--- src/rtl/acc_zero_flag_pkg.sv ---
// Shared operation encodings and helpers for the zero-flag accumulator.
package acc_zero_flag_pkg;

    localparam logic [1:0] OPC_NOP  = 2'b00;
    localparam logic [1:0] OPC_LOAD = 2'b01;
    localparam logic [1:0] OPC_ADD  = 2'b10;
    localparam logic [1:0] OPC_SUB  = 2'b11;

    typedef enum logic [1:0] {
        OP_NOP  = OPC_NOP,
        OP_LOAD = OPC_LOAD,
        OP_ADD  = OPC_ADD,
        OP_SUB  = OPC_SUB
    } op_e;

    function automatic logic is_arith(op_e op);
        return (op == OP_ADD) || (op == OP_SUB);
    endfunction

endpackage

--- src/rtl/acc_zero_flag_if.sv ---
// Request/result bus of the zero-flag accumulator; master drives ops, slave is the datapath.
interface acc_zero_flag_if #(
    parameter int width    = 8,
    parameter int cntWidth = 16
);
    logic                InValid;
    logic                InReady;
    logic [1:0]          Op;
    logic [width-1:0]    D;
    logic                CI;
    logic                OutValid;
    logic                OutReady;
    logic [width-1:0]    Result;
    logic                Z;
    logic                CO;
    logic                ZS;
    logic                ClrSticky;
    logic [cntWidth-1:0] Count;

    modport master (
        output InValid, Op, D, CI, OutReady, ClrSticky,
        input  InReady, OutValid, Result, Z, CO, ZS, Count
    );

    modport slave (
        input  InValid, Op, D, CI, OutReady, ClrSticky,
        output InReady, OutValid, Result, Z, CO, ZS, Count
    );
endinterface

--- src/rtl/SumZeroDet.sv ---
// Constant-time detector for (a + b + ci) mod 2^width == 0, without forming the sum.
module SumZeroDet #(
    parameter int width = 8
) (
    input  logic [width-1:0] a_i,
    input  logic [width-1:0] b_i,
    input  logic             ci_i,
    output logic             z_o
);
    logic [width-1:0] prop;
    logic [width-1:0] need;

    // A zero sum forces carry-in(i) == a^b at bit i, hence carry-out(i) == a|b.
    assign prop = a_i ^ b_i;
    assign need = {a_i[width-2:0] | b_i[width-2:0], ci_i};
    assign z_o  = &(~(prop ^ need));
endmodule

--- src/rtl/acc_zero_flag.sv ---
// Handshaked accumulator with a predicted zero flag, sticky zero and saturating op counter.
module acc_zero_flag
    import acc_zero_flag_pkg::*;
#(
    parameter int width    = 8,
    parameter int cntWidth = 16
) (
    input  logic           clk_i,
    input  logic           rst_i,
    acc_zero_flag_if.slave bus
);
    op_e                 op;
    logic                in_ready;
    logic                accept;
    logic [width-1:0]    op_a;
    logic [width-1:0]    op_b;
    logic                op_ci;
    logic [width:0]      sum;
    logic                det_z;

    logic [width-1:0]    acc_q, acc_d;
    logic                z_q, z_d;
    logic                co_q, co_d;
    logic                valid_q, valid_d;
    logic                zs_q, zs_d;
    logic [cntWidth-1:0] cnt_q, cnt_d;

    assign op       = op_e'(bus.Op);
    assign in_ready = ~valid_q | bus.OutReady;
    assign accept   = bus.InValid & in_ready;

    // NOP and LOAD route through the same adder/detector with zero addends.
    always_comb begin
        op_a  = acc_q;
        op_b  = '0;
        op_ci = 1'b0;
        case (op)
            OP_NOP:  ;
            OP_LOAD: op_a = bus.D;
            OP_ADD: begin
                op_b  = bus.D;
                op_ci = bus.CI;
            end
            OP_SUB: begin
                op_b  = ~bus.D;
                op_ci = bus.CI;
            end
            default: ;
        endcase
    end

    assign sum = {1'b0, op_a} + {1'b0, op_b} + {{width{1'b0}}, op_ci};

    SumZeroDet #(
        .width(width)
    ) u_det (
        .a_i  (op_a),
        .b_i  (op_b),
        .ci_i (op_ci),
        .z_o  (det_z)
    );

    always_comb begin
        acc_d   = acc_q;
        z_d     = z_q;
        co_d    = co_q;
        valid_d = valid_q;
        zs_d    = zs_q;
        cnt_d   = cnt_q;
        if (accept) begin
            acc_d   = sum[width-1:0];
            z_d     = det_z;
            co_d    = is_arith(op) & sum[width];
            valid_d = 1'b1;
            if (~&cnt_q) begin
                cnt_d = cnt_q + cntWidth'(1);
            end
        end else if (bus.OutReady) begin
            valid_d = 1'b0;
        end
        // A zero result arriving in the same cycle as a clear keeps the flag set.
        if (accept && det_z) begin
            zs_d = 1'b1;
        end else if (bus.ClrSticky) begin
            zs_d = 1'b0;
        end
    end

    always_ff @(posedge clk_i) begin
        if (rst_i) begin
            acc_q   <= '0;
            z_q     <= 1'b0;
            co_q    <= 1'b0;
            valid_q <= 1'b0;
            zs_q    <= 1'b0;
            cnt_q   <= '0;
        end else begin
            acc_q   <= acc_d;
            z_q     <= z_d;
            co_q    <= co_d;
            valid_q <= valid_d;
            zs_q    <= zs_d;
            cnt_q   <= cnt_d;
        end
    end

    assign bus.InReady  = in_ready;
    assign bus.OutValid = valid_q;
    assign bus.Result   = acc_q;
    assign bus.Z        = z_q;
    assign bus.CO       = co_q;
    assign bus.ZS       = zs_q;
    assign bus.Count    = cnt_q;
endmodule
--- src/flat_wrapper.sv ---
// flat-port wrapper written by rule: the top's interface ports become plain ports
module acc_zero_flag_flat import acc_zero_flag_pkg::*;
#(
    parameter int width    = 8,
    parameter int cntWidth = 16
)
  (clk_i, rst_i, bus_InValid, bus_Op, bus_D, bus_CI, bus_OutReady, bus_ClrSticky, bus_InReady, bus_OutValid, bus_Result, bus_Z, bus_CO, bus_ZS, bus_Count);
  acc_zero_flag_if #(.width(width), .cntWidth(cntWidth)) bus_i ();
  input  logic clk_i;
  input  logic rst_i;
  input wire logic [$bits(bus_i.InValid)-1:0] bus_InValid;
  input wire logic [$bits(bus_i.Op)-1:0] bus_Op;
  input wire logic [$bits(bus_i.D)-1:0] bus_D;
  input wire logic [$bits(bus_i.CI)-1:0] bus_CI;
  input wire logic [$bits(bus_i.OutReady)-1:0] bus_OutReady;
  input wire logic [$bits(bus_i.ClrSticky)-1:0] bus_ClrSticky;
  output wire logic [$bits(bus_i.InReady)-1:0] bus_InReady;
  output wire logic [$bits(bus_i.OutValid)-1:0] bus_OutValid;
  output wire logic [$bits(bus_i.Result)-1:0] bus_Result;
  output wire logic [$bits(bus_i.Z)-1:0] bus_Z;
  output wire logic [$bits(bus_i.CO)-1:0] bus_CO;
  output wire logic [$bits(bus_i.ZS)-1:0] bus_ZS;
  output wire logic [$bits(bus_i.Count)-1:0] bus_Count;
  assign bus_i.InValid = bus_InValid;
  assign bus_i.Op = bus_Op;
  assign bus_i.D = bus_D;
  assign bus_i.CI = bus_CI;
  assign bus_i.OutReady = bus_OutReady;
  assign bus_i.ClrSticky = bus_ClrSticky;
  assign bus_InReady = bus_i.InReady;
  assign bus_OutValid = bus_i.OutValid;
  assign bus_Result = bus_i.Result;
  assign bus_Z = bus_i.Z;
  assign bus_CO = bus_i.CO;
  assign bus_ZS = bus_i.ZS;
  assign bus_Count = bus_i.Count;
  acc_zero_flag #(.width(width), .cntWidth(cntWidth)) u_core (.clk_i(clk_i), .rst_i(rst_i), .bus(bus_i));
endmodule
--- config.mk ---
export PLATFORM = sky130hd
export DESIGN_NAME = acc_zero_flag_flat
export DESIGN_NICKNAME = d
export VERILOG_FILES = /design/src/rtl/acc_zero_flag_pkg.sv /design/src/rtl/acc_zero_flag_if.sv /design/src/rtl/SumZeroDet.sv /design/src/rtl/acc_zero_flag.sv /design/src/flat_wrapper.sv
export SDC_FILE = /design/constraint.sdc
export NUM_CORES = 1
export LEC_CHECK = 0
export ABC_CLOCK_PERIOD_IN_PS = 3300
export CAP_MARGIN = 20
export CORE_MARGIN = 2
export CORE_UTILIZATION = 51
export DETAILED_ROUTE_END_ITERATION = 10
export GPL_TIMING_DRIVEN = 0
export PLACE_DENSITY = 0.8
export SYNTH_ARGS = -nofsm -noshare
export SYNTH_HDL_FRONTEND = slang
export SYNTH_HIERARCHICAL = 1
export SYNTH_SLANG_ARGS = --single-unit
--- constraint.sdc ---
create_clock -name clk_i -period 3.3 [get_ports clk_i]
set_input_delay 0.495 -clock clk_i [delete_from_list [all_inputs] [get_ports clk_i]]
set_output_delay 0.495 -clock clk_i [all_outputs]
set_load 0.02 [all_outputs]
==> flow_summary_export.csv <==
group,metric,value,unit
synth,synth_edf_count,0,
floorplan,fp.dieW,68.4,um
pwr,p_per_area,347,nW/um2
pwr,leakagePower,1.06,nW
critical_path,ff2ff_setup_slack,0.80,ns
place,hpwl,3680,um
clocking,cts.clk_slew.worst_paths,0.10,ns
flow_run,cap_violations,0,
clocking,insertion_delay,0.28,ns
status,status,"finished, final reports clean",
routing,vias,1915,
synth,synth_top_area_cell,"dfxtp_1",
pwr,power,0.931,mW
sta,worst_pin_slew,0.537,ns
critical_path,r2r_end,"u_core/bus.CO",
synth,synth_seq_cells,28,
routing,drt_iter0_markers,119,
synth,synthFlopType,"dfxtp_1",
synth,avgSynthCellArea,8.43,um2
sta,timing.final.hold_violations,0,
routing,ant_nets,0,
sta,finalMaxSlewViolations,0,
floorplan,die_height,68.4,um
clocking,postCtsSetupBuffers,0,
floorplan,rows,23,
synth,synth_area,2120,um2
pwr,p_seq_share,39.4,%
sta,fin_ws,0.171,ns
final_layout,postLayoutCoreUtil,67.1,%
grt,grt_max_degree,17,
routing,drc,0,
critical_path,critPathKind,"in2reg",
floorplan,io_pins,45,
min_path,hold_start,"u_core/bus.Z",
floorplan,die_area,4680,um2
synth,yosysSeqAreaShare,26.5,%
grt,gr-total-overflow,0,
sta,setup_violations,0,
synth,synth_top_area_share,26.5,%
pwr,clock_power_share,29.8,%
grt,grt_use_total,22.2,%
critical_path,cp-start-kind,"input pin",
pwr,internal_power,0.652,mW
pwr,p_sw_share,30.0,%
routing,routedWlPerCell,14.0,um
critical_path,critPathRequiredTime,3.48,ns
critical_path,critPathMaxFanout,8,
synth,synthCells,251,
final_layout,final_nets,331,
clocking,numCtsBuffers,3,
clocking,cts_buffer_depth,2,
pwr,p_sw,0.279,mW
floorplan,initial_utilization,52.9,%
routing,first_pass_iters,4,
clocking,cts.sink_count,28,
pwr,share_comb_of_total_power,30.8,%
synth,synth_area_leaders,"dfxtp_1 26%, ha_1 8.9%, xor2_1 6.6%, xnor2_1 5.0%, inv_1 4.1%",
sta,fmax,320,MHz
min_path,hold_path_class,"reg2reg",
sta,fin_crit,3.13,ns
final_layout,diodes,0,
clocking,cts_tree,"built",
synth,synth_nets,284,
final_layout,syn2layout_area_growth,26.8,%
sta,skew,0.00464,ns
synth,synth_cell_types,52,
place,post-place-ws,-0.264,ns
place,gp_congestion,0.856,
floorplan,core,4000,um2
final_layout,drive_above_1_share,11.4,%
final_layout,num-fill-cells,347,
grt,grt_pass1_vias,1727,
clocking,cts_hold_buf,0,
critical_path,cp.arrival,3.31,ns
sta,fin_crit_sh,94.8,%
clocking,h-tree-depth,1,
synth,ys_async_sr_fraction,0,%
sta,slew_headroom,64.2,%
place,portBuffers,42,
critical_path,endpoint_kind,"register",
synth,yosysMostFrequentCell,"dfxtp_1",
min_path,min_to,"u_core/bus.Z",
synth,ys_top_cells_by_count,"28 x dfxtp_1, 23 x inv_1, 21 x nor2_1",
grt,grt_antenna_before_repair,0,
grt,grt_pass1_wl,7830,um
min_path,holdPathStages,2,
routing,routed_wl,4850,um
routing,vias_per_cell,5.52,
pwr,vdd_ir_drop_max,0.000209,V
critical_path,r2r_cells,8,
critical_path,r2r_start,"u_core/bus.Result[0]",
synth,yosysWarnings,6,
clocking,cts_root_buf,"clkbuf_8",
-- power groups by stage --
stage / Clock, mW / Combinational (mW) / Sequential (mW)
5_1_grt: 0.295 / 0.318 / 0.369
4_1_cts: 0.286 / 0.285 / 0.367
3_5_place_dp: 0 / 0.283 / 0.375
3_3_place_gp: 0 / 0.274 / 0.375
6_report: 0.277 / 0.286 / 0.367
2_1_floorplan: 0 / 0.179 / 0.390
-- how the worst max path moves through the flow --
stage | from | to | cells past startpoint
floorplan | bus_Op[0] | u_core/bus.CO | 11
global placement | bus_Op[1] | u_core/bus.CO | 11
detailed placement | bus_Op[1] | u_core/bus.CO | 11
finish | bus_Op[1] | u_core/bus.CO | 11
global route | bus_Op[1] | u_core/bus.CO | 11
CTS | bus_Op[1] | u_core/bus.CO | 11
-- placed cells by master (no fill, tap or decap), drive strengths merged, types with 11 or more instances in the layout --
cell           synthesis  final
a21oi                 14     14
clkdlybuf4s50          0     42
xor2                  16     16
ha                    15     15
nand2                 11     11
inv                   23     23
nand3                 11     11
dfxtp                 28     28
xnor2                 12     12
nor2                  22     22
-- state kept, by name, indices dropped and copies added, names as in the netlist --
signal / cells
u_core/bus.ZS: 1
u_core/bus.Result: 8
u_core/bus.OutValid: 1
u_core/bus.Count: 16
u_core/bus.CO: 1
u_core/bus.Z: 1
-- worst max-delay path: stages --
cell and delay [ns]:
clkdlybuf4s50_1 0.42, nor2b_1 0.10, buf_2 0.25, mux2i_1 0.16, fa_1 0.49, fa_1 0.41, nor2b_1 0.16, o21ai_0 0.19
a21oi_2 0.26, nor4_1 0.09, o41ai_2 0.30
-- cell families after synthesis --
logic type	share of synthesized area [%]
xor gates and xnor gates	11.6
buffers and inverters	7.98
AOI/OAI and AO/OA	12.1
and+or+nand+nor	25.4
adders and majority gates	10.8
muxes	5.79
DFF	26.5
-- cell type report --
class                      instances  area (um2)  share of cell area, %
clock inverter                     1        30.0                   1.12
timing repair buffer              42         420                   15.7
sequential                        28         561                   20.9
multi-input combinational        188        1400                   52.1
buffer                            12        83.8                   3.12
clock buffer                       3        41.3                   1.54
tap                               50        62.6                   2.33
inverter                          23        86.3                   3.22
-- layer usage --
| metal | vias to the layer above | part of all wire (%) | GRT usage [%] |
|---|---|---|---|
| met3 | 5 | 6.4 | 3.29 |
| met4 | 0 | 1.5 | 8.75 |
| met1 | 886 | 45 | 29.7 |
| met5 | - | 0 | 0 |
| li1 | 961 | - | - |
| met2 | 63 | 47 | 35.6 |
-- per-stage QoR --
| stage | cell area [um2] | setup TNS [ns] | cells | hold slack [ns] |
|---|---|---|---|---|
| after floorplan | 2120 | 0 | 251 | 0.533 |
| after global placement | 2600 | -0.261 | 343 | 0.445 |
| after detailed placement | 2600 | -0.264 | 343 | 0.450 |
| after CTS | 2670 | 0 | 347 | 0.465 |
| after global routing | 2680 | -0.0178 | 347 | 0.477 |
| final | 2680 | 0 | 347 | 0.458 |
-- what timing repair did --
| item | in CTS | in global routing |
|---|---|---|
| endpoints found under the setup margin | 1 | 1 |
| gates cloned | 0 | 0 |
| resized for setup | 1 | 2 |
No activity file was read; power rests on OpenSTA's default activity.
==> RTL edit 1, RTL diff (same flow settings) <==
`cntWidth` is set to 16 in 3 places; all go to 18.
--- a/src/rtl/acc_zero_flag_if.sv
+++ b/src/rtl/acc_zero_flag_if.sv
@@ -3,3 +3,3 @@
     parameter int width    = 8,
-    parameter int cntWidth = 16
+    parameter int cntWidth = 18
 );
--- a/src/rtl/acc_zero_flag.sv
+++ b/src/rtl/acc_zero_flag.sv
@@ -5,3 +5,3 @@
     parameter int width    = 8,
-    parameter int cntWidth = 16
+    parameter int cntWidth = 18
 ) (
--- a/src/flat_wrapper.sv
+++ b/src/flat_wrapper.sv
@@ -4,3 +4,3 @@
     parameter int width    = 8,
-    parameter int cntWidth = 16
+    parameter int cntWidth = 18
 )
Interface: changed (resized bus_Count); port bits go from 45 to 47. The function was not compared with the original's and may differ.
==> RTL edit 1 against the original RTL <==
- cell area up 3.7%
- critical path depth unchanged
- area after synthesis up 2.5%
- sequential cell count up 2
- non-clock buffer count up 1
- power up 5.4%
- routed wire length up 4.0%
- worst setup slack better by 0.13 ns
- critical endpoint unchanged
==> RTL edit 1: results (changes against the original RTL) <==
htree depth=2 (+1); DPL Wire Length=3750 um (+1.9%); Setup Skew=0.00863 ns (+0.00399 ns); DR WL/cell=14.2 um (+1.3%); Inserted Clock Buffers=5 (+2); worst vdd ir=0.000276 V (+32%); Ant. Diodes=0 (unchanged); Netlist cell types=47 (-9.6%); filler instances=343 (-1.2%); Hold Path Depth=2 (unchanged); Total GRT Usage=21.5% (-0.67 points); WHS Endpoint=u_core/bus.Z$_SDFFE_PP0P_; Final #Nets=338 (+2.1%); r2r startpoint=u_core/bus.Result[0]$_SDFFE_PP0P_; clk root buf=clkbuf_8; Critical Path Max Stage Delay=0.49 ns (about the same); clock transition at the registers of the reported paths=0.06 ns (-0.04 ns); DRT iter0 DRCs=87 (-27%); Yosys Warn Count=6 (unchanged); initial antenna violation count=0 (unchanged); share of layout cells above drive strength 1=9.48% (-2.0 points); fin cells=356 (+2.6%); Inst Count DP=348 (+1.5%); sequential share of the synthesized area=27.7% (+1.2 points); GPL Wtd Cong=0.812 (-5.2%); port buffer count=45 (+7.1%); Place WS=-0.284 ns (-0.0199 ns); synth cell count leaders=30 x dfxtp_1, 25 x nor2_1, 23 x inv_1; slowest stage cell on the critical path=fa_1; ys flop type=dfxtp_1; max reg flops=18 (+2); Critical Path AT=3.17 ns (-0.14 ns); Tightest Pin Transition=0.579 ns (+0.0421 ns); beginning of the worst hold path=u_core/bus.Z$_SDFFE_PP0P_; dpl cell area=2680 um2 (+3.2%); Synthesized Nets=286 (+0.70%); Synth area leaders=dfxtp_1 28%, ha_1 8.7%, xnor2_1 6.5%, xor2_1 6.5%, nor2_1 4.3%; largest net degree at the start of global routing=11 (-6); global-route wire length before repair=8490 um (+8.4%); Pleak=1.05 nW (-0.89%); via count=1,939 (+1.3%); Register-to-Register Path Depth=8 (unchanged); R2R setup slack=0.94 ns (+0.14 ns); Post-CTS Setup Inserts=0 (unchanged); Avg Cell Area, Syn=8.58 um2 (+1.7%); outcome=completed; fin area=2780 um2 (+3.7%); Min Hold Slack=0.460 ns (+0.00237 ns); final setup violation count=0 (unchanged); worst skew pair latency=0.28 ns (about the same); worst hold path type=register to register; Async SR Flop Fraction=0% (unchanged)
## RTL edit 1: worst max-delay path by stage
stage	start	end	slack, ns	cells after the start
floorplan	bus_Op[0]	u_core/bus.CO$_SDFFE_PP0P_	0.27	11
global placement	bus_Op[0]	u_core/bus.CO$_SDFFE_PP0P_	-0.17	11
detailed placement	bus_Op[0]	u_core/bus.CO$_SDFFE_PP0P_	-0.28	11
CTS	bus_Op[0]	u_core/bus.CO$_SDFFE_PP0P_	0.02	11
global route	bus_Op[1]	u_core/bus.CO$_SDFFE_PP0P_	0.01	11
finish	bus_Op[1]	u_core/bus.CO$_SDFFE_PP0P_	0.30	11
## RTL edit 1: layer usage
layer | track usage (%) | part of all wire, %
met2 | 38.2 | 49
met3 | 5.38 | 5.1
met1 | 25.2 | 45
met5 | 0 | 0
met4 | 6.97 | 1.5
## RTL edit 1: cell families after synthesis
kind of cell | Yosys count | synth area share [%]
buf+inv | 33 | 5.88
simple gates | 92 | 23.7
fa+ha+maj | 17 | 10.5
mux | 10 | 4.96
xor+xnor | 32 | 12.9
flops | 30 | 27.7
compound gates | 39 | 14.4
## RTL edit 1: where the power goes
part           switching, mW  internal [mW]  total (mW)  leakage, nW
combinational          0.146          0.134       0.280        0.761
clock                  0.143          0.168       0.311       0.0482
sequential            0.0129          0.377       0.390        0.244
total                  0.301          0.679       0.981         1.05
## RTL edit 1: cell type report
cell class | count | share of cell area, %
Multi-Input combinational cell | 190 | 51.9
Buffer | 10 | 1.66
Tap cell | 50 | 2.25
Inverter | 23 | 3.10
Clock inverter | 1 | 0.180
Timing Repair Buffer | 45 | 16.2
Sequential cell | 30 | 21.6
Clock buffer | 7 | 3.10
## RTL edit 1: timing repair
item,4_1_cts,5_1_grt
endpoints found under the setup margin,0,1
hold buffers,0,0
resized for setup,0,6
==> RTL edit 2, RTL diff (same flow settings) <==
Made on the original files. Reset style: asynchronous (`rst_i`), changed in one clocked block.
--- a/src/rtl/acc_zero_flag.sv
+++ b/src/rtl/acc_zero_flag.sv
@@ -88,3 +88,3 @@
 
-    always_ff @(posedge clk_i) begin
+    always_ff @(posedge clk_i or posedge rst_i) begin
         if (rst_i) begin
Function: differs if rst_i is asserted again (counterexample within 4 cycles, from zero or initial values and one cycle with rst_i high); with rst_i held inactive, the same outputs for 10 cycles.
==> RTL edit 2 against the original RTL <==
- non-clock buffer count down 5
- worst setup slack gained 0.11 ns
- area after synthesis fell by 5.3%
- routed wire length down 11%
- synthesized cell count shrank 13%
- count of clock-buffer cells in the layout did not move
- via count fell by 13%
- worst hold slack gained 0.025 ns
- register-to-register slack better by 0.18 ns
- cell area fell by 3.3%
- sequential cell count unchanged
Power is not compared: it rests on default switching activity, and its combinational part moved more than twofold at a synthesized area within 25%.
==> RTL edit 2: results (changes against the original RTL) <==
Place WS=-0.0353 ns (+0.229 ns); Slew headroom=65.0% (+0.83 points); largest net degree at the start of global routing=19 (+2); area grow syn2layout=29.5%; vias in the first global route=1,598 (-7.5%); multi-input gate count=161 (-14%); sequential share of the synthesized area=35.0% (+8.5 points); grt met2 use=37.3% (+1.7 points); met1 wire length=2010 um (-8.6%); xor/xnor share of the synthesized area=14.0% (+2.4 points); Final #Nets=301 (-9.1%); outcome=completed; ClkCell Share=2.75% (+0.091 points); multi-input logic portion of the cell area=45.8% (-6.4 points); Post-CTS Resized=0 (-1); Compound-Gate Fraction of Synth Area=8.86% (-3.2 points); final wirelength=4320 um (-11%); met2 routed WL=2120 um (-6.2%); DR WL/cell=13.7 um (-1.7%); Synthesized Nets=252 (-11%); DPL Wire Length=3390 um (-8.0%); Synth Area in Adders=11.4% (+0.60 points); port buffer count=43 (+2.4%); Synth area leaders=dfrtp_1 35%, ha_1 9.4%, xor2_1 9.2%, mux2_2 5.1%, xnor2_1 4.8%; FP Rows=22 (-4.3%); Setup Skew=0.00259 ns (-0.00206 ns); dpl cell area=2520 um2 (-3.0%); flops & latches, synth=28 (unchanged); inverters=25 (+8.7%); number of non-clock buffers=49 (-9.3%); Seq area share=27.0% (+6.1 points); mux cell area share after synthesis=6.05% (+0.26 points); GRT met3 Usage=2.87% (-0.42 points); share of layout cells above drive strength 1=8.24% (-3.2 points); Critical Path AT=3.20 ns (-0.11 ns); Met3 Wirelength=165 um (-47%); DRT iter0 DRCs=79 (-34%); global-route wire length before repair=7280 um (-7.0%); via count=1,668 (-13%); filler instances=291 (-16%); Critical Path Max Stage Delay=approximately 0.48 ns; Total GRT Usage=21.6% (-0.57 points); synth cell count leaders=28 x dfrtp_1, 25 x inv_1, 24 x nand2_1; Async SR Flop Fraction=100% (+100 points); Comb. pwr=between 0.8 and 0.9 mW
-- RTL edit 2: cell count changes in the layout (fill, tap and decap cells not counted), moves of 5 or more --
cell and change:
a21oi_1 -8, dfrtp_1 +28, dfxtp_1 -28, nand2_1 +13, nor2_1 -11, xor2_1 +5
-- RTL edit 2: final timing paths --
kind | from | to | slack (ns) | cells past startpoint
max in group asynchronous | rst_i | u_core/bus.Count[12]$_DFFE_PP0P_ | 2.28 | 3
min in group asynchronous | rst_i | u_core/bus.Result[5]$_DFFE_PP0P_ | 0.55 | 2
worst min register to register | u_core/bus.Z$_DFFE_PP0P_ | u_core/bus.Z$_DFFE_PP0P_ | 0.48 | 2
worst max-delay path | bus_Op[1] | u_core/bus.Result[6]$_DFFE_PP0P_ | 0.28 | 11
worst max register to register | u_core/bus.Result[0]$_DFFE_PP0P_ | u_core/bus.Result[6]$_DFFE_PP0P_ | 0.98 | 8
worst min-delay path | u_core/bus.Z$_DFFE_PP0P_ | u_core/bus.Z$_DFFE_PP0P_ | 0.48 | 2
